### src/rtl/tcpc_i2c_master.sv
// Write-only I2C master for TCPC register access: START, address, 16-bit register, 16-bit data, STOP.
// Define TCPC_I2C_RETRY_EN to retry a NACKed frame up to three times before flagging the error.
module tcpc_i2c_master #(
  parameter int unsigned QUARTER = 31
) (
  input  logic        CLK,
  input  logic        Reset,
  input  logic        start,
  input  logic [6:0]  dev_addr,
  input  logic [15:0] reg_addr,
  input  logic [15:0] wr_data,
  input  logic        iSDA,
  output logic        SCL,
  output logic        oSDA,
  output logic        busy,
  output logic        done,
  output logic        nack
);

  localparam int unsigned QW = (QUARTER > 1) ? $clog2(QUARTER) : 1;

  typedef enum logic [2:0] {
    S_IDLE,
    S_START,
    S_BIT,
    S_ACK,
    S_STOP
`ifdef TCPC_I2C_RETRY_EN
    , S_RETRY
`endif
  } state_t;

  state_t        state_q, state_d;
  logic [QW-1:0] qcnt;
  logic [1:0]    quarter;
  logic [2:0]    bitcnt;
  logic [2:0]    bytecnt;
  logic [39:0]   frame;
  logic          ack_bad;
  logic          qtick, cell_end;
  logic          accept, finish, set_nack, restart;
  logic [5:0]    bit_sel;
`ifdef TCPC_I2C_RETRY_EN
  logic [1:0]    retries;
`endif

  assign qtick    = (qcnt == QW'(QUARTER - 1));
  assign cell_end = qtick && (quarter == 2'd3);
  assign busy     = (state_q != S_IDLE);
  // Byte 0 occupies frame[39:32], byte 4 frame[7:0].
  assign bit_sel  = {3'd4 - bytecnt, bitcnt};

  always_comb begin
    state_d  = state_q;
    SCL      = 1'b1;
    oSDA     = 1'b1;
    accept   = 1'b0;
    finish   = 1'b0;
    set_nack = 1'b0;
    restart  = 1'b0;
    case (state_q)
      S_IDLE: begin
        if (start && !done) begin
          state_d = S_START;
          accept  = 1'b1;
        end
      end
      S_START: begin
        SCL  = (quarter != 2'd3);
        oSDA = (quarter < 2'd2);
        if (cell_end) state_d = S_BIT;
      end
      S_BIT: begin
        SCL  = quarter[1];
        oSDA = frame[bit_sel];
        if (cell_end && bitcnt == 3'd0) state_d = S_ACK;
      end
      S_ACK: begin
        SCL  = quarter[1];
        oSDA = 1'b1;
        if (cell_end) begin
          if (ack_bad || bytecnt == 3'd4) begin
            state_d = S_STOP;
`ifndef TCPC_I2C_RETRY_EN
            set_nack = ack_bad;
`endif
          end else begin
            state_d = S_BIT;
          end
        end
      end
      S_STOP: begin
        SCL  = (quarter != 2'd0);
        oSDA = quarter[1];
        if (cell_end) begin
`ifdef TCPC_I2C_RETRY_EN
          if (ack_bad && retries != 2'd3) begin
            state_d = S_RETRY;
          end else begin
            state_d  = S_IDLE;
            finish   = 1'b1;
            set_nack = ack_bad;
          end
`else
          state_d = S_IDLE;
          finish  = 1'b1;
`endif
        end
      end
`ifdef TCPC_I2C_RETRY_EN
      S_RETRY: begin
        if (cell_end) begin
          state_d = S_START;
          restart = 1'b1;
        end
      end
`endif
      default: state_d = S_IDLE;
    endcase
  end

  always_ff @(posedge CLK or posedge Reset) begin
    if (Reset) begin
      state_q <= S_IDLE;
      qcnt    <= '0;
      quarter <= '0;
      bitcnt  <= '0;
      bytecnt <= '0;
      frame   <= '0;
      ack_bad <= 1'b0;
      done    <= 1'b0;
      nack    <= 1'b0;
    end else begin
      state_q <= state_d;
      done    <= finish;

      if (state_q == S_IDLE || qtick) qcnt <= '0;
      else                            qcnt <= qcnt + 1'b1;

      if (state_q == S_IDLE) quarter <= '0;
      else if (qtick)        quarter <= quarter + 1'b1;

      if (accept) begin
        frame <= {dev_addr, 1'b0, reg_addr, wr_data};
        nack  <= 1'b0;
      end else if (set_nack) begin
        nack <= 1'b1;
      end

      if (state_d == S_BIT && state_q != S_BIT)            bitcnt <= 3'd7;
      else if (state_q == S_BIT && cell_end && bitcnt != 0) bitcnt <= bitcnt - 1'b1;

      if (accept || restart) bytecnt <= '0;
      else if (state_q == S_ACK && cell_end && !ack_bad && bytecnt != 3'd4)
        bytecnt <= bytecnt + 1'b1;

      if (accept || restart) ack_bad <= 1'b0;
      else if (state_q == S_ACK && quarter == 2'd3 && qcnt == '0)
        ack_bad <= iSDA;
    end
  end

`ifdef TCPC_I2C_RETRY_EN
  always_ff @(posedge CLK or posedge Reset) begin
    if (Reset)                                        retries <= '0;
    else if (accept)                                  retries <= '0;
    else if (state_q == S_STOP && state_d == S_RETRY) retries <= retries + 1'b1;
  end
`endif

endmodule

### config.mk
export PLATFORM = sky130hd
export DESIGN_NAME = tcpc_i2c_master
export DESIGN_NICKNAME = d
export VERILOG_FILES = /design/src/rtl/tcpc_i2c_master.sv
export SDC_FILE = /design/constraint.sdc
export NUM_CORES = 1
export LEC_CHECK = 0
export ABC_AREA = 1
export CAP_MARGIN = 20
export CORE_ASPECT_RATIO = 1.2
export CORE_MARGIN = 3
export CORE_UTILIZATION = 25
export CTS_BUF_LIST = sky130_fd_sc_hd__clkbuf_4
export DETAILED_ROUTE_END_ITERATION = 7
export GPL_TIMING_DRIVEN = 0
export PLACE_DENSITY_LB_ADDON = 0.25
export SETUP_SLACK_MARGIN = 0.1
export SYNTH_ARGS = -nofsm -noshare
export SYNTH_HDL_FRONTEND = slang
export SYNTH_SLANG_ARGS = --single-unit
### constraint.sdc
create_clock -name CLK -period 2.1 [get_ports CLK]
set_input_delay 0.42 -clock CLK [delete_from_list [all_inputs] [get_ports CLK]]
set_output_delay 0.42 -clock CLK [all_outputs]
set_load 0.02 [all_outputs]
After elaboration in Yosys (flattened, before gate mapping)

Cells that the tools add are included.

Bits in registers: 58
Logic and storage cells: 83

$add $sub $neg: 5
$lt $le $gt $ge: 2
Eq/ne operators: 11
Muxes and demuxes: 29
Reductions and logical operators: 27

Operator list:

| cell                  | number |
|---|---|
| $mux W3               | 10 |
| $pmux W3 S5           | 1 |
| $mux W1               | 12 |
| $reduce_bool A2 Y1    | 6 |
| $logic_and A1 B1 Y1   | 11 |
| $eq A3 B2 Y1 const B  | 3 |
| $lt A6 B7 Y1 const B  | 1 |
| $bmux W1 S6           | 1 |
| $eq A3 B3 Y1 const B  | 2 |
| $logic_not A3 Y1      | 2 |
| $pmux W1 S3           | 2 |
| $reduce_bool A3 Y1    | 2 |
| $add A5 B1 Y5 const B | 1 |
| $eq A5 B5 Y1 const B  | 1 |
| $logic_not A5 Y1      | 1 |
| $mux W5               | 1 |
| $mux W2               | 2 |
| $add A3 B1 Y3 const B | 1 |
| $eq A3 B1 Y1 const B  | 1 |
| $ne A3 B2 Y1 const B  | 1 |
| $ne A3 B3 Y1 const B  | 1 |
| $sub A3 B1 Y3 const B | 1 |
| $sub A3 B3 Y3 const A | 1 |
| $add A2 B1 Y2 const B | 1 |
| 6 further kinds       | 8 |

Depth between registers and ports, before layout

Word-level depth: 8
Mapped depth: 12
Mapped depth without buffers: 11

Worst setup path after synthesis

No wires, ideal clock.

Path kind: flip-flop to output port
Start: register bytecnt[0]
End: output oSDA
Arrival: 1421 ps
Slack: 259 ps
Cell stages (with the launch flop): 10
Path buffers: 0
Cells stage by stage: dfrtp_1 inv_1 ha_1 ha_1 inv_1 nor3_1 o211ai_1 nand2_1 nand2_1 nand2_1

Longest elaborated chain between the ends: 4

RTL lines:

| what                          | line | RTL |
|---|---|---|
| from (decl)                   | 37   | `logic [2:0] bytecnt;` |
| from (signal assigned)        | 155  | `bytecnt <= bytecnt + 1'b1;` |
| $sub A3 B3 Y3                 | 51   | `assign bit_sel = {3'd4 - bytecnt, bitcnt};` |
| $bmux W1 S6                   | 75   | `oSDA = frame[bit_sel];` |
| $mux W1 (not written as such) | 75   |  |
| $pmux W1 S3                   | 61   | `case (state_q)` |
| to (decl)                     | 14   | `output logic oSDA,` |

No other way between the ends. The select of a mux whose other input is x is not followed.

Final worst setup path

Start: register bitcnt[0]
End: output oSDA

Longest elaborated chain between the ends: 3

RTL lines:

| what                          | line | RTL |
|---|---|---|
| from (decl)                   | 36   | `logic [2:0] bitcnt;` |
| from (signal assigned)        | 151  | `else if (state_q == S_BIT && cell_end && bitcnt != 0) bitcnt <= bitcnt - 1'b1;` |
| $bmux W1 S6                   | 75   |  |
| $mux W1 (not written as such) | 75   |  |
| $pmux W1 S3                   | 61   |  |

No other way between the ends. The select of a mux whose other input is x is not followed.

==> results_dict.tcl <==
set metrics [dict create \
    hold_violations 0 \
    grt_usage_pct 11.7 \
    io_pins 48 \
    vias_per_cell 4.31 \
    ys_ff_latch 58 \
    avgSynthCellArea_um2 7.82 \
    grt_overflow 0 \
    rows 42 \
    clk_latency_ns 0.42 \
    drv_slew 0 \
    critPathKind "reg2out" \
    worst-path-buf-inv 3 \
    cts-root-buf "clkbuf_4" \
    layout-drive-gt1-share_pct 21.4 \
    synth.distinct_cells 31 \
    synthCells 373 \
    clk_path_buf_depth 2 \
    first_pass_iters 4 \
    cts_tree "done" \
    place.detailed.hpwl_mm 5.26 \
    start_util_pct 26.0 \
    ant_nets 0 \
    grt_pass1_vias 2644 \
    maxCapViolCount 0 \
    fin_skew_ns 0.0153 \
    setup_viol 1 \
    crit_family "simple AND/OR/NAND/NOR gates" \
    ys_warn_count 0 \
    clk_pin_slew_ns 0.12 \
    syn-num-nets 426 \
    fin_ws_ns -0.289 \
    critPathRequiredTime_ns 1.68 \
    cpMostUsedCell "nand3_2" \
    grt_max_degree 32 \
    slew_headroom_pct 59.7 \
    synth_area_um2 2920 \
    dp_slack_ns -0.650 \
    cp_slowest_cell "dfrtp_2" \
    critPathLaunchType "flip-flop" \
    power_density_nw_per_um2 784 \
    finalWirelength_mm 7.44 \
    max_clock_freq_mhz 419 \
    core_area_um2 11200 \
    vdd_ir_drop_max_uv 390 \
    period_needed_ns 2.39 \
    run_status "finished with violations" \
    grt_pass1_wl_mm 12.3 \
    wire_per_inst_um 12.4 \
    cts_hold_buf 0 \
    yosys.area.top_type_share_pct 49.8 \
    die_h_um 124 \
    vias 2579 \
    leakage_uw 0.00199 \
    nets 492 \
    ys_seq_area_share_pct 49.8 \
    die_area_um2 13000 \
    violations "setup timing" \
    drc 0 \
    io_buffers 47 \
    min_period_over_period_pct 114 \
    cpPeakStageDelay_ns 0.46 \
    yosys.area.top_type "dfrtp_1" \
    end_kind "output pin" \
    min_path_type "in2async" \
    rsz0062_at_grt "true" \
    worst-path-max-fanout 5 \
    tightestPinTransition_ns 0.604 \
    antenna_found_initial 0 \
    cp_data_arrival_time_ns 1.97 \
    postLayoutCoreUtil_pct 36.4 \
    drt_iter0_markers 99 \
    finalWeightedCongestion 0.772 \
    worstPathCellList "clkinv_4 -> clkbuf_16 -> nand2_4 -> nand3_2 -> nand3_2 -> nand2_1 -> nand2_1 -> nand3_2 -> nand3_2 -> nand2_2 -> nand2_2 -> nand2_2 -> buf_6" \
    htreeDepth 3 \
    synth.area.top_cells "dfrtp_1, nand2_1, nand3_1" \
    cts_sinks 58 \
    cts_buffers 9 \
    area_delta_synth_final_pct 39.8 \
    die_width_um 105 \
    n_antenna_cell 0 \
]
[metrics by stage]
| step | cell area [µm²] | power, µW | hold slack, ns | instances | TNS, ns |
|---|---|---|---|---|---|
| after global placement | 3580 | 2150 | 0.455 | 574 | -51.17 |
| after detailed placement | 3600 | 2180 | 0.459 | 575 | -0.650 |
| after global routing | 4080 | 3390 | 0.412 | 598 | -0.403 |
| after CTS | 3820 | 3160 | 0.397 | 592 | -0.289 |
| final | 4080 | 3190 | 0.371 | 598 | -0.289 |
| after floorplan | 2920 | 1950 | 0.437 | 373 | 0 |
[path summary, 6_finish.rpt]
check                                            from                    end  slack (ns)  cells past startpoint
worst min register to register   frame[5]$_DFFE_PP0P_   frame[5]$_DFFE_PP0P_        0.48                      2
max in group asynchronous                       Reset  bitcnt[0]$_DFFE_PP0P_        1.13                      3
worst min-delay path                            Reset  frame[39]$_DFFE_PP0P_        0.37                      2
min in group CLK                 frame[5]$_DFFE_PP0P_   frame[5]$_DFFE_PP0P_        0.48                      2
worst max-delay path            bitcnt[0]$_DFFE_PP0P_                   oSDA       -0.29                     13
worst max register to register   state_q[1]$_DFF_PP0_  frame[31]$_DFFE_PP0P_        0.30                      8
[layout by cell type, fill, tap and decap left out, types with 2 or more instances in the layout]
cell type,synthesis,layout
a21oi_1,8,7
buf_2,5,5
buf_4,1,7
buf_6,1,4
buf_8,0,2
bufinv_16,0,2
clkbuf_1,7,2
clkbuf_16,0,2
clkbuf_4,0,10
clkdlybuf4s50_1,0,44
dfrtp_1,58,57
ha_1,10,10
inv_1,25,21
inv_2,2,4
inv_6,0,4
nand2_1,165,145
nand2_2,3,20
nand2_4,0,3
nand3_1,36,16
nand3_2,1,21
nand4_1,3,3
nor2_1,13,13
nor3_1,4,3
o21ai_0,14,13
o21ai_1,1,2
o31ai_1,2,2
xor2_1,3,3
[cells in the mapped netlist]
master,instances
nand2_2,3
xor2_1,3
o211ai_1,1
mux2_2,1
dfrtp_1,58
nand3_2,1
a31oi_1,1
nor3_4,1
nor3_1,4
buf_4,1
nor2_2,1
inv_2,2
clkbuf_1,7
buf_2,5
o21ai_0,14
o31ai_1,2
o311ai_1,1
nor2_1,13
buf_1,1
nand3_1,36
a21oi_1,8
ha_1,10
o22ai_1,1
buf_6,1
inv_1,25
nand4_1,3
xnor2_1,1
nand2_1,165
o21ai_1,1
nor2_4,1
o221ai_1,1
[state kept, by name (all words and copies together), names as in the netlist]
register,flops
bytecnt,3
done,1
quarter,2
ack_bad,1
frame,39
state_q,3
nack,1
qcnt,5
bitcnt,3
[routing by layer]
metal	wire, µm	vias up	track usage (%)
met4	170	0	4.71
met2	3610	62	19.7
met1	3360	1184	14.3
met5	0	-	0
li1	-	1317	-
met3	303	16	2.75
[where the power goes]
group	switching, µW	internal, µW
Sequential	179	1370
Clock	490	495
Combinational	352	307
[area by class of cell]
class | count | area, µm²
multi-input cells | 273 | 1460
inverters | 27 | 110
flip-flops and latches | 58 | 1450
fillers | 1151 | 7120
clock buffers | 9 | 67.6
repair buffers | 55 | 573
clock inverters | 7 | 98.8
well taps | 154 | 193
plain buffers | 15 | 119
[kinds of logic after synthesis]
kind of cell    after synthesis  share of synthesized area (%)
compound gates               30                           5.75
buf+inv                      42                           6.01
xor+xnor                      4                           1.20
flops                        58                           49.8
simple gates                228                           32.6
fa+ha+maj                    10                           4.29
mux                           1                          0.386
[timing repair]
item / 4_1_cts / 5_1_grt
setup buffers: 1 / 4
gates cloned: 0 / 2
gates resized for setup: 31 / 53
setup endpoints to repair: 3 / 3
hold endpoints to repair: 0 / 0
pin swaps: 0 / 17
Note: power is estimated with default switching activity, not from simulation.
